<file path="src/rtl/uart_msg_pkg.sv">
// Shared types, message bytes and length for uart_msg_seq.
// Build option UART_MSG_COUNT_EN adds the 4-digit hex counter field to the message.
package uart_msg_pkg;

  typedef enum logic [1:0] {IDLE, SEND, DONE} state_e;

  localparam logic [7:0] CHAR_T  = 8'h54;
  localparam logic [7:0] CHAR_0  = 8'h30;
  localparam logic [7:0] CHAR_2  = 8'h32;
  localparam logic [7:0] CHAR_SP = 8'h20;
  localparam logic [7:0] CHAR_CR = 8'h0D;
  localparam logic [7:0] CHAR_LF = 8'h0A;

  localparam int MSG_LEN_CNT   = 11;
  localparam int MSG_LEN_NOCNT = 7;

`ifdef UART_MSG_COUNT_EN
  localparam int MSG_LEN = MSG_LEN_CNT;
`else
  localparam int MSG_LEN = MSG_LEN_NOCNT;
`endif

  function automatic logic [7:0] nibble_to_ascii(input logic [3:0] n);
    return (n < 4'd10) ? (8'h30 + {4'h0, n}) : (8'h37 + {4'h0, n});
  endfunction

`ifdef UART_MSG_COUNT_EN
  function automatic logic [7:0] msg_byte(input logic [3:0] idx, input logic [15:0] snap);
    logic [7:0] b;
    case (idx)
      4'd0, 4'd1: b = CHAR_T;
      4'd2:       b = CHAR_0;
      4'd3:       b = CHAR_2;
      4'd4:       b = CHAR_SP;
      4'd5:       b = nibble_to_ascii(snap[15:12]);
      4'd6:       b = nibble_to_ascii(snap[11:8]);
      4'd7:       b = nibble_to_ascii(snap[7:4]);
      4'd8:       b = nibble_to_ascii(snap[3:0]);
      4'd9:       b = CHAR_CR;
      4'd10:      b = CHAR_LF;
      default:    b = 8'h00;
    endcase
    return b;
  endfunction
`else
  function automatic logic [7:0] msg_byte(input logic [3:0] idx);
    logic [7:0] b;
    case (idx)
      4'd0, 4'd1: b = CHAR_T;
      4'd2:       b = CHAR_0;
      4'd3:       b = CHAR_2;
      4'd4:       b = CHAR_SP;
      4'd5:       b = CHAR_CR;
      4'd6:       b = CHAR_LF;
      default:    b = 8'h00;
    endcase
    return b;
  endfunction
`endif

endpackage

</file>
<file path="src/rtl/uart_msg_timer.sv">
// Auto-repeat interval timer: counts while run is high, pulses expire on the
// INTERVAL-th idle cycle. INTERVAL == 0 disables it.
module uart_msg_timer #(
  parameter int INTERVAL = 1000,
  parameter int TIMER_W  = 20
) (
  input  logic clk,
  input  logic reset,
  input  logic run,
  input  logic clear,
  output logic expire
);

  generate
    if (INTERVAL == 0) begin : g_off
      logic unused_inputs;
      assign unused_inputs = &{1'b0, clk, reset, run, clear};
      assign expire = 1'b0;
    end else begin : g_on
      localparam logic [TIMER_W-1:0] LAST = TIMER_W'(INTERVAL - 1);
      logic [TIMER_W-1:0] cnt_q, cnt_d;

      assign expire = run && (cnt_q == LAST);

      always_comb begin
        cnt_d = cnt_q + 1'b1;
        if (clear || !run || expire) cnt_d = '0;
      end

      always_ff @(posedge clk or negedge reset) begin
        if (!reset) cnt_q <= '0;
        else        cnt_q <= cnt_d;
      end
    end
  endgenerate

endmodule

</file>
<file path="src/rtl/uart_msg_seq.sv">
// Streams "TT02 hhhh\r\n" to a UART transmitter over valid/ready.
// Without UART_MSG_COUNT_EN the counter field is dropped and msg_count reads 0.
module uart_msg_seq #(
  parameter int INTERVAL = 1000,
  parameter int TIMER_W  = 20
) (
  input  logic        clk,
  input  logic        reset,
  input  logic        start,
  output logic [7:0]  tx_data,
  output logic        tx_valid,
  input  logic        tx_ready,
  output logic        busy,
  output logic [15:0] msg_count
);
  import uart_msg_pkg::*;

  localparam logic [3:0] LAST_IDX = 4'(MSG_LEN - 1);

  state_e     state_q, state_d;
  logic [3:0] idx_q, idx_d;
  logic       tx_valid_q, tx_valid_d;
  logic [7:0] tx_data_q, tx_data_d;
  logic [7:0] next_byte;
  logic       expire;
  logic       go;

  assign go = (state_q == IDLE) && (start || expire);

  uart_msg_timer #(.INTERVAL(INTERVAL), .TIMER_W(TIMER_W)) u_timer (
    .clk    (clk),
    .reset  (reset),
    .run    (state_q == IDLE),
    .clear  (go),
    .expire (expire)
  );

`ifdef UART_MSG_COUNT_EN
  logic [15:0] msg_count_q, msg_count_d;
  logic [15:0] snap_q, snap_d;

  // Digits are frozen at message start so a message never mixes two counts.
  always_comb begin
    snap_d      = go ? msg_count_q : snap_q;
    msg_count_d = (state_q == DONE) ? msg_count_q + 16'd1 : msg_count_q;
  end

  always_ff @(posedge clk or negedge reset) begin
    if (!reset) begin
      msg_count_q <= '0;
      snap_q      <= '0;
    end else begin
      msg_count_q <= msg_count_d;
      snap_q      <= snap_d;
    end
  end

  assign next_byte = msg_byte(idx_q + 4'd1, snap_q);
  assign msg_count = msg_count_q;
`else
  assign next_byte = msg_byte(idx_q + 4'd1);
  assign msg_count = 16'h0000;
`endif

  always_comb begin
    state_d    = state_q;
    idx_d      = idx_q;
    tx_valid_d = tx_valid_q;
    tx_data_d  = tx_data_q;
    case (state_q)
      IDLE: begin
        tx_valid_d = 1'b0;
        if (go) begin
          state_d    = SEND;
          idx_d      = 4'd0;
          tx_valid_d = 1'b1;
          tx_data_d  = CHAR_T;
        end
      end
      SEND: begin
        // Output registers are loaded one byte ahead so tx_data stays registered.
        if (tx_valid_q && tx_ready) begin
          if (idx_q == LAST_IDX) begin
            state_d    = DONE;
            tx_valid_d = 1'b0;
            tx_data_d  = 8'h00;
          end else begin
            idx_d     = idx_q + 4'd1;
            tx_data_d = next_byte;
          end
        end
      end
      DONE:    state_d = IDLE;
      default: state_d = IDLE;
    endcase
  end

  always_ff @(posedge clk or negedge reset) begin
    if (!reset) begin
      state_q    <= IDLE;
      idx_q      <= '0;
      tx_valid_q <= 1'b0;
      tx_data_q  <= 8'h00;
    end else begin
      state_q    <= state_d;
      idx_q      <= idx_d;
      tx_valid_q <= tx_valid_d;
      tx_data_q  <= tx_data_d;
    end
  end

  assign tx_valid = tx_valid_q;
  assign tx_data  = tx_data_q;
  assign busy     = (state_q != IDLE);

endmodule

</file>
<file path="config.mk">
export PLATFORM = sky130hd
export DESIGN_NAME = uart_msg_seq
export DESIGN_NICKNAME = d
export VERILOG_FILES = /design/src/rtl/uart_msg_pkg.sv /design/src/rtl/uart_msg_timer.sv /design/src/rtl/uart_msg_seq.sv
export SDC_FILE = /design/constraint.sdc
export NUM_CORES = 1
export LEC_CHECK = 0
export CORE_MARGIN = 1.5
export CORE_UTILIZATION = 48
export CTS_CLUSTER_DIAMETER = 40
export DETAILED_ROUTE_END_ITERATION = 8
export GPL_ROUTABILITY_DRIVEN = 0
export PLACE_DENSITY = 0.75
export SYNTH_ARGS = -nofsm -noshare
export SYNTH_HDL_FRONTEND = slang
export SYNTH_HIERARCHICAL = 1
export SYNTH_SLANG_ARGS = --single-unit
</file>
<file path="constraint.sdc">
create_clock -name clk -period 2.4 [get_ports clk]
set_input_delay 0.24 -clock clk [delete_from_list [all_inputs] [get_ports clk]]
set_output_delay 0.24 -clock clk [all_outputs]
set_load 0.02 [all_outputs]
</file>
==> summary.md, run 1 <==
| Metric | Value |
|---|---|
| Status | `finished, final reports clean` |
| Placed wire-length estimate | `roughly 2900 um` |
| Hold Path Class | `primary input to async pin` |
| First DRT Iteration DRCs | `94` |
| H-Tree Level Count | `2` |
| Clk buf depth | `2` |
| Post-synthesis sequential area ratio | `between 40% and 50%` |
| Max Fclk | `about 420 MHz` |
| Final WL | `4110 um` |
| Wl on met1 | `1860 um` |
| Max-slew violations | `0` |
| First-pass GRT wire length | `6730 um` |
| Worst reg-to-reg path cell count | `7` |
| Post-layout util | `roughly three fifths` |
| Clk_lat worst skew | `0.29 ns` |
| Critical path arrival | `2.56 ns` |
| Clk sink count | `34` |
| CP Max Fanout | `3` |
| Final antenna-violating net count | `0` |
| Antenna violations before repair | `0` |
| Synth top area share | `43.6%` |
| Final setup vio count | `0` |
| Syn Inst Count | `206` |
| CP Class | `register to register` |
| Num CTS Buffers | `5` |
| RSZ-0062 raised after global routing | `true` |
| WL per Instance | `14.0 um` |
| Post-synth top flop | `dfrtp_1` |
| Distinct cells, synth | `41` |
| Synth area leader | `dfrtp_1` |
| Worst-margin pin slew | `0.596 ns` |
| Fill count | `about 320` |
| Critical Path Start | `u_timer/g_on.cnt_q[12]` |
| Seq cells post-synth | `34` |
| Final Skew | `slightly below 0.007 ns` |
| Async set-reset flop share out of synthesis | `100%` |
| Die Ht | `66.7 um` |
| Most frequent cells in the layout | `34 x dfrtp_1, 24 x nor2_1, 20 x buf_4` |
| WP data required | `2.58 ns` |
| Area grow syn2layout | `19.5%` |
| Reg2reg end | `idx_q[0]` |
| Most common cell after layout, fill and taps aside | `dfrtp_1` |
| Residual DRC | `0` |
| Die footprint | `4450 um2` |
| R2R Setup Slk | `0.02 ns` |
| Number of global-route vias before repair | `1442` |
| Hold buffers post-CTS | `0` |
| Yosys warns | `6` |
| DR vias/cell | `5.42` |
| Slew HR | `59.9%` |
| IO Count | `30` |
| Vias | `about 1600` |
| Met2 wire len | `1980 um` |
| Leak | `1.02 nW` |
| Period minus WS final | `about 2.4 ns` |
| Largest net degree at the start of global routing | `35` |
| Maximum VDD drop | `0.000727 V` |
| CTS root buffer | `clkbuf_8` |
| PD cells | `931 nW/um2` |
| CTS tree | `done` |
| Drt pass-1 iters | `4` |
| GRT overflow | `0` |
| Non-filler cells, final | `slightly below 300` |
| Dpl cells | `about 280` |
| Highest Signal Layer | `met4` |
| Avg Cell Area, Syn | `9.47 um2` |
| Met3 WL | `206 um` |
| # nets final | `254` |
| Die width | `66.7 um` |
| Clock transition at path regs | `0.07 ns` |
| Hold slack final | `0.364 ns` |
| Initial Utilization | `51.7%` |
| Row cnt | `22` |
| Synth area leaders | `dfrtp_1 44%, buf_4 6.5%, xnor2_1 5.4%` |
| Fin. Hold Viols | `0` |
| Number of diodes | `0` |
| Period utilization | `99.2%` |
| Core area | `roughly 3800 um2` |
| Worst setup SP type | `register` |
| Layout cells sized above 1 | `between 10% and 20%` |
| Max Cap Viol | `0` |
| Synthesized area | `~2000 um2` |
| Buffers added on ports | `12` |
| Reg2reg start | `u_timer/g_on.cnt_q[12]` |
| Number of synthesized flops with an enable pin | `0` |
| Crit path capture type | `register` |
| Aggregate global-route resource usage | `20.6%` |
| Tot Pwr | `0.00217 W` |
==> worst max-delay path by stage <==
stage                            end  slack [ns]  cells after the start
after floorplan             idx_q[0]       -0.04                      7
after global placement      idx_q[0]        0.08                      7
after detailed placement    idx_q[0]        0.02                      7
after CTS                 tx_data[6]        0.01                      8
after global routing      tx_data[6]       -0.06                      8
final                       idx_q[0]        0.02                      7
==> state kept, by name, indices dropped and copies added (netlist names) <==
name and count:
idx_q 4, state_q 2, tx_data 7, tx_valid 1, u_timer/g_on.cnt_q 20
==> cell type report <==
type / count / area (um2) / share of cell area [%]
flip-flops and latches: 34 / 851 / 36.5
repair buffers: 34 / 293 / 12.6
clock buffers: 7 / 86.3 / 3.70
multi-input cells: 160 / 1000 / 43.0
well taps: 48 / 60.1 / 2.58
inverters: 9 / 33.8 / 1.45
clock inverters: 1 / 5.00 / 0.215
==> cell usage after synthesis (2+ instances only) <==
| library cell | n |
|---|---|
| dfrtp_1 | 34 |
| nor2_1 | 24 |
| buf_4 | 17 |
| nand2_1 | 14 |
| xnor2_1 | 12 |
| inv_1 | 9 |
| nand3_1 | 9 |
| o21ai_0 | 9 |
| nor3_1 | 8 |
| nor4_1 | 7 |
| a21oi_1 | 6 |
| ha_1 | 6 |
| nand4_1 | 5 |
| xor2_1 | 5 |
| and3_1 | 4 |
| nor2b_1 | 4 |
| o21ai_1 | 3 |
| a211o_1 | 2 |
| a21o_1 | 2 |
| a22o_1 | 2 |
| mux2i_1 | 2 |
| o31ai_1 | 2 |
| or4_1 | 2 |
==> power breakdown <==
| group | internal (W) | switching, W | leakage [nW] |
|---|---|---|---|
| registers | 0.000673 | 0.000112 | 0.454 |
| clock network | 0.000231 | 0.000212 | 0.0482 |
| logic | 0.000437 | 0.000504 | 0.513 |
| total | 0.00134 | 0.000829 | 1.02 |
==> routing by layer <==
layer  GRT usage (%)  vias up
li1                -      761
met5               0        -
met1            26.4      776
met2            33.0       42
met3            5.91        8
met4            7.65        0
==> timing repair <==
action | in CTS | in global routing
resized for setup | 0 | 4
setup endpoints to repair | 0 | 20
setup buffers | 0 | 0
==> stage by stage <==
stage               cell area [um2]  TNS [ns]  worst slack, ns
floorplan                      2030   -0.0424          -0.0424
global placement               2220         0           0.0788
detailed placement             2220         0           0.0230
CTS                            2310         0           0.0108
global route                   2330    -0.253          -0.0635
finish                         2330         0           0.0190
==> cells by family after synthesis <==
family / synth area share [%]
flops: 43.6
simple gates: 23.5
mux: 1.60
buf+inv: 9.11
other cells: 0.192
fa+ha+maj: 3.85
compound gates: 10.5
xor+xnor: 7.63
==> worst max-delay path, cell delays in order, from the launching register on <==
cell	delay, ns
dfrtp_1	0.37
or4b_1	0.50
or4_4	0.46
nor4_4	0.16
nor3_1	0.08
a211o_1	0.25
a21o_1	0.18
mux2_2	0.26
Power figures use the tool's default switching activity.
==> inputs of run 2 (changes only) <==
--- a/config.mk
+++ b/config.mk
@@ -5,12 +5,13 @@
 export SDC_FILE = /design/constraint.sdc
 export NUM_CORES = 1
 export LEC_CHECK = 0
+export ABC_AREA = 1
 export CORE_MARGIN = 1.5
-export CORE_UTILIZATION = 48
+export CORE_UTILIZATION = 32
 export CTS_CLUSTER_DIAMETER = 40
 export DETAILED_ROUTE_END_ITERATION = 8
 export GPL_ROUTABILITY_DRIVEN = 0
-export PLACE_DENSITY = 0.75
+export MAX_ROUTING_LAYER = met4
 export SYNTH_ARGS = -nofsm -noshare
 export SYNTH_HDL_FRONTEND = slang
 export SYNTH_HIERARCHICAL = 1
==> summary.md, run 2 <==
| Metric | Value |
|---|---|
| Status | `finished, final reports clean` |
| R2R Setup Slk | `0.46 ns` |
| Crit path largest cell delay | `0.43 ns` |
| Largest Register | `u_timer/g_on.cnt_q` |
| CP max-delay cell | `dfrtp_1` |
| Period utilization | `between 80% and 90%` |
| WP data required | `between 2 and 3 ns` |
| Pre-CTS setup slack | `0.483 ns` |
| CP Class | `register to register` |
| Fin. Hold Viols | `0` |
| WL per Instance | `10.9 um` |
| Avg Cell Area, Syn | `between 7 and 8 um2` |
| Postcts setup bufs | `0` |
| Worst path bufs/invs | `3` |
| Die footprint | `around 7400 um2` |
| Max reg flops | `20` |
| PD cells | `around 840 nW/um2` |
| Final antenna-violating net count | `0` |
| Leak | `1.12 nW` |
| Die width | `86.1 um` |
| Number of global-route vias before repair | `1552` |
| Final setup vio count | `0` |
| Syn Inst Count | `approximately 280` |
| Cell mode on critical path | `inv_1` |
| Antenna violations before repair | `0` |
| Synth top area share | `38.5%` |
| Hold Path Class | `primary input to async pin` |
| Async set-reset flop share out of synthesis | `100%` |
| Crit path capture type | `register` |
| First-pass GRT wire length | `7010 um` |
| Max-slew violations | `0` |
| Yosys warns | `6` |
| CTS tree | `done` |
| Post-synth top cells | `67 x nand2_1, 43 x nor2_1, 34 x dfrtp_1` |
| Worst reg-to-reg path cell count | `14` |
| Largest net degree at the start of global routing | `35` |
| Seq cells post-synth | `34` |
| Worst setup SP type | `register` |
| Vias | `1668` |
| Aggregate global-route resource usage | `12.4%` |
| Layout cells sized above 1 | `approximately 16%` |
| Tot Pwr | `between 0.002 and 0.0025 W` |
| Max Fclk | `516 MHz` |
| Gates resized, CTS repair | `0` |
| Die Ht | `86.1 um` |
| Buffers added on ports | `12` |
| Crit-path cells | `nor2_2 > inv_1 > nor2_1 > nand2_1 > nor2_1 > nand3_2 > inv_1 > inv_1 > nand3_2 > nand2_4 > nor2_4 > nand2_4 > nand2_1 > o21ai_1` |
| IO Count | `30` |
| Setup WS post-layout | `0.461 ns` |
| GRT overflow | `0` |
| Most frequent cells in the layout | `67 x nand2_1, 43 x nor2_1, 34 x dfrtp_1` |
| Reg2reg start | `state_q[1]` |
| Dpl cells | `373` |
| Num CTS Buffers | `5` |
| Post-synthesis sequential area ratio | `between 30% and 40%` |
| Placed wire-length estimate | `3110 um` |
| Number of synthesized flops with an enable pin | `0` |
| Post-synth top flop | `dfrtp_1` |
| Number of diodes | `0` |
| H-Tree Level Count | `2` |
| Maximum VDD drop | `0.000514 V` |
| Hold buffers post-CTS | `0` |
| Reg2reg end | `idx_q[0]` |
| Clk buf depth | `2` |
| Clk_lat worst skew | `0.28 ns` |
| Most common cell after layout, fill and taps aside | `nand2_1` |
| Period minus WS final | `1.94 ns` |
| Synthesized area | `2210 um2` |
| Final WL | `4140 um` |
| Synth area leaders | `dfrtp_1 38%, nand2_1 11%, nor2_1 7.3%` |
| CTS root buffer | `clkbuf_8` |
| Row cnt | `30` |
| Fill count | `716` |
| Most instantiated library cell after synthesis | `nand2_1` |
| Clk sink count | `34` |
| DR vias/cell | `4.40` |
| Core area | `6760 um2` |
| # nets final | `310` |
| RSZ-0062 raised after global routing | `false` |
| Initial Utilization | `about a third` |
| CP delay by family, top | `simple AND/OR/NAND/NOR gates` |
| Max Cap Viol | `0` |
| Drt pass-1 iters | `4` |
| Critical path arrival | `~2.1 ns` |
| Clock transition at path regs | `0.07 ns` |
| Non-filler cells, final | `379` |
| Area grow syn2layout | `10.5%` |
| Residual DRC | `0` |
| Distinct cells, synth | `34` |
| Post-route setup TNS | `0 ns` |
| Synth area leader | `dfrtp_1` |
| Final Skew | `~0.0068 ns` |
| First DRT Iteration DRCs | `73` |
| CP Max Fanout | `5` |
## run 2: cells by family (layout without fill, tap and decap cells)
kind of cell,after synthesis,in the layout,synth area share [%]
other cells,1,17,0.170
compound gates,15,15,4.53
flops,34,34,38.5
xor+xnor,11,11,4.70
buf+inv,54,55,12.4
simple gates,161,161,36.3
fa+ha+maj,6,6,3.39
## run 2: stage by stage
| step | util, % | cell area [um2] | hold slack (ns) |
|---|---|---|---|
| after detailed placement | 34.9 | 2360 | 0.471 |
| after global placement | 34.9 | 2360 | 0.463 |
| after floorplan | - | 2270 | -0.0556 |
| after global routing | 36.2 | 2440 | 0.426 |
| after CTS | 36.2 | 2440 | 0.382 |
| final | 36.2 | 2440 | 0.372 |
## run 2: area by class of cell
type / instances / area [um2] / share of cell area (%)
Multi-Input combinational cell: 210 / 1150 / 46.9
Sequential cell: 34 / 851 / 34.8
Clock buffer: 6 / 82.6 / 3.38
Inverter: 36 / 136 / 5.58
Tap cell: 80 / 100 / 4.10
Timing Repair Buffer: 13 / 128 / 5.22
## run 2: worst max-delay path by stage
stage,from,to,slack [ns],cells after the start
5_1_grt,state_q[1],u_timer/g_on.cnt_q[13],0.23,12
2_1_floorplan,state_q[1],u_timer/g_on.cnt_q[15],0.64,13
3_5_place_dp,state_q[1],idx_q[2],0.48,14
6_report,state_q[1],idx_q[0],0.46,14
3_3_place_gp,state_q[1],tx_data[3],0.54,14
4_1_cts,state_q[1],idx_q[0],0.46,14
## run 2: routing by layer
metal  wire length, um  share of wire (%)  GRT usage, %
met1              2010                 49          16.2
met2              1930                 47          18.7
met3               120                2.9          2.60
met4                76                1.8          5.13
met5                 0                  0             -
## run 2: power breakdown
part           leakage [nW]  switching, W  internal, W  total [W]
Clock                0.0431      0.000190     0.000221   0.000412
Combinational         0.624      0.000533     0.000346   0.000880
Sequential            0.454     0.0000891     0.000663   0.000753
Total                  1.12      0.000813      0.00123    0.00204
==> inputs of run 3 (changes only) <==
==> constraint.sdc (replaced) <==
create_clock -name clk -period 1.8 [get_ports clk]
set_input_delay 0.18 -clock clk [delete_from_list [all_inputs] [get_ports clk]]
set_output_delay 0.18 -clock clk [all_outputs]
set_load 0.02 [all_outputs]
==> summary.md, run 3 (synthesis results as in run 2) <==
| Metric | Value |
|---|---|
| R2R Setup Slk | `0.08 ns` |
| # nets final | `324` |
| Clk_lat worst skew | `0.28 ns` |
| Num CTS Buffers | `5` |
| Number of diodes | `0` |
| Dpl cells | `383` |
| Residual DRC | `0` |
| Max-slew violations | `0` |
| Max Fclk | `582 MHz` |
| CP Max Fanout | `5` |
| Hold slack final | `between 0.2 and 0.3 ns` |
| CTS root buffer | `clkbuf_8` |
| H-Tree Level Count | `2` |
| Most frequent cells in the layout | `66 x nand2_1, 41 x nor2_1, 34 x dfrtp_1` |
| Status | `finished, final reports clean` |
| Core area | `6760 um2` |
| Max Cap Viol | `0` |
| Post-layout util | `between 30% and 40%` |
| Drt pass-1 iters | `4` |
| Seq pwr share | `~34%` |
| DR vias/cell | `~4.6` |
| Logic pwr share | `42.9%` |
| Final antenna-violating net count | `0` |
| Final Skew | `between 0.008 and 0.009 ns` |
| Period utilization | `95.5%` |
| Largest Register | `u_timer/g_on.cnt_q` |
| Buffers added on ports | `12` |
| IO Count | `30` |
| Area grow syn2layout | `17.2%` |
| Internal power | `0.00181 W` |
| RSZ-0062 raised after global routing | `true` |
| Maximum VDD drop | `0.000717 V` |
| WL per Instance | `11.2 um` |
| Non-filler cells, final | `roughly 400` |
| Placed wire-length estimate | `around 3300 um` |
| Tot Pwr | `0.00294 W` |
| Crit path capture type | `register` |
| Antenna violations before repair | `0` |
| Final setup vio count | `0` |
| PD cells | `1140 nW/um2` |
| Die width | `86.1 um` |
| Layout cells sized above 1 | `a little under a quarter` |
| Crit-path cells | `nor2_2 > inv_2 > nor2_2 > nand2_1 > nor2_1 > nand3_2 > inv_2 > inv_2 > nand3_2 > nand2_4 > nor2_4 > nand2_4 > nand2_1 > o21ai_1` |
| Clk buf depth | `2` |
| Sw Share | `approximately two fifths` |
| Vias | `about 1800` |
| Most common cell after layout, fill and taps aside | `nand2_1` |
| GRT overflow | `0` |
| Cell mode on critical path | `inv_2` |
| Period minus WS final | `1.72 ns` |
| Die Ht | `86.1 um` |
| Row cnt | `30` |
| CP Class | `register to register` |
| CP max-delay cell | `dfrtp_1` |
| Crit path largest cell delay | `slightly below 0.4 ns` |
| Critical Path Start | `state_q[0]` |
| Largest net degree at the start of global routing | `35` |
| Clk sink count | `34` |
| Clock network power share | `23.6%` |
| Final WL | `around 4400 um` |
| Number of global-route vias before repair | `1644` |
| Initial Utilization | `roughly a third` |
| First-pass GRT wire length | `7610 um` |
| Hold Path Class | `primary input to async pin` |
| WP data required | `about 2 ns` |
| Clock transition at path regs | `0.08 ns` |
| Critical path arrival | `1.88 ns` |
| Leak | `1.20 nW` |
| First DRT Iteration DRCs | `between 100 and 150` |
| Worst setup SP type | `register` |
| Reg2reg start | `state_q[0]` |
| CTS tree | `done` |
| P_sw | `0.00113 W` |
| Fin. Hold Viols | `0` |
| Max reg flops | `20` |
| Die footprint | `7420 um2` |
| Aggregate global-route resource usage | `13.3%` |
## run 3: cell types whose count changed in the layout (fill, tap and decap cells not counted), moves of 2 or more
cell      delta
clkinv_2     +2
nor2_1       -2
inv_1        -3
nor2_2       +2
buf_4       +13
inv_2        +3
## run 3: layout make-up
class / instances / area, um2
repair buffers: 26 / 228
inverters: 36 / 136
flip-flops and latches: 34 / 851
well taps: 80 / 100
multi-input cells: 211 / 1170
clock buffers: 5 / 68.8
fillers: 697 / 4160
clock inverters: 3 / 40.0
## run 3: through the flow
step	worst slack, ns	TNS [ns]	instance area [um2]
after floorplan	0.0439	0	2270
after global placement	0.0678	0	2440
after detailed placement	0.0465	0	2440
after CTS	0.0211	0	2540
after global routing	-0.0739	-0.511	2590
final	0.0814	0	2590
## run 3: what timing repair did
action | CTS | global route
endpoints found under the setup margin | 0 | 29
resized for setup | 0 | 9
hold buffers | 0 | 0
buffers inserted | 0 | 3
## run 3: routing by layer
layer / vias up / part of all wire, % / GRT usage (%)
met5: - / 0 / -
met4: 0 / 0.99 / 5.13
met3: 4 / 4.6 / 2.50
met2: 49 / 48 / 20.2
met1: 847 / 46 / 17.7
li1: 903 / - / -
## run 3: critical path, delay by kind of cell (launching register included)
family / cells / cell delay (ns)
DFF: 1 / 0.39
AOI/OAI and AO/OA: 1 / 0.06
buffers and inverters: 3 / 0.16
and+or+nand+nor: 10 / 1.00
## run 3: final timing paths
kind / to / cells after the start
setup / recovery: idx_q[2] / 14
hold / removal: u_timer/g_on.cnt_q[4] / 2
setup reg to reg: idx_q[2] / 14
hold reg to reg: tx_data[1] / 2
max in group asynchronous: u_timer/g_on.cnt_q[11] / 2
min in group clk: tx_data[1] / 2
## run 3: power by group through the flow
stage | sequential [W] | combinational [W] | clock (W)
finish | 0.000986 | 0.00126 | 0.000695
floorplan | 0.00108 | 0.000815 | 0
global placement | 0.00100 | 0.00121 | 0
global route | 0.00101 | 0.00139 | 0.000754
detailed placement | 0.00100 | 0.00122 | 0
CTS | 0.000989 | 0.00122 | 0.000724
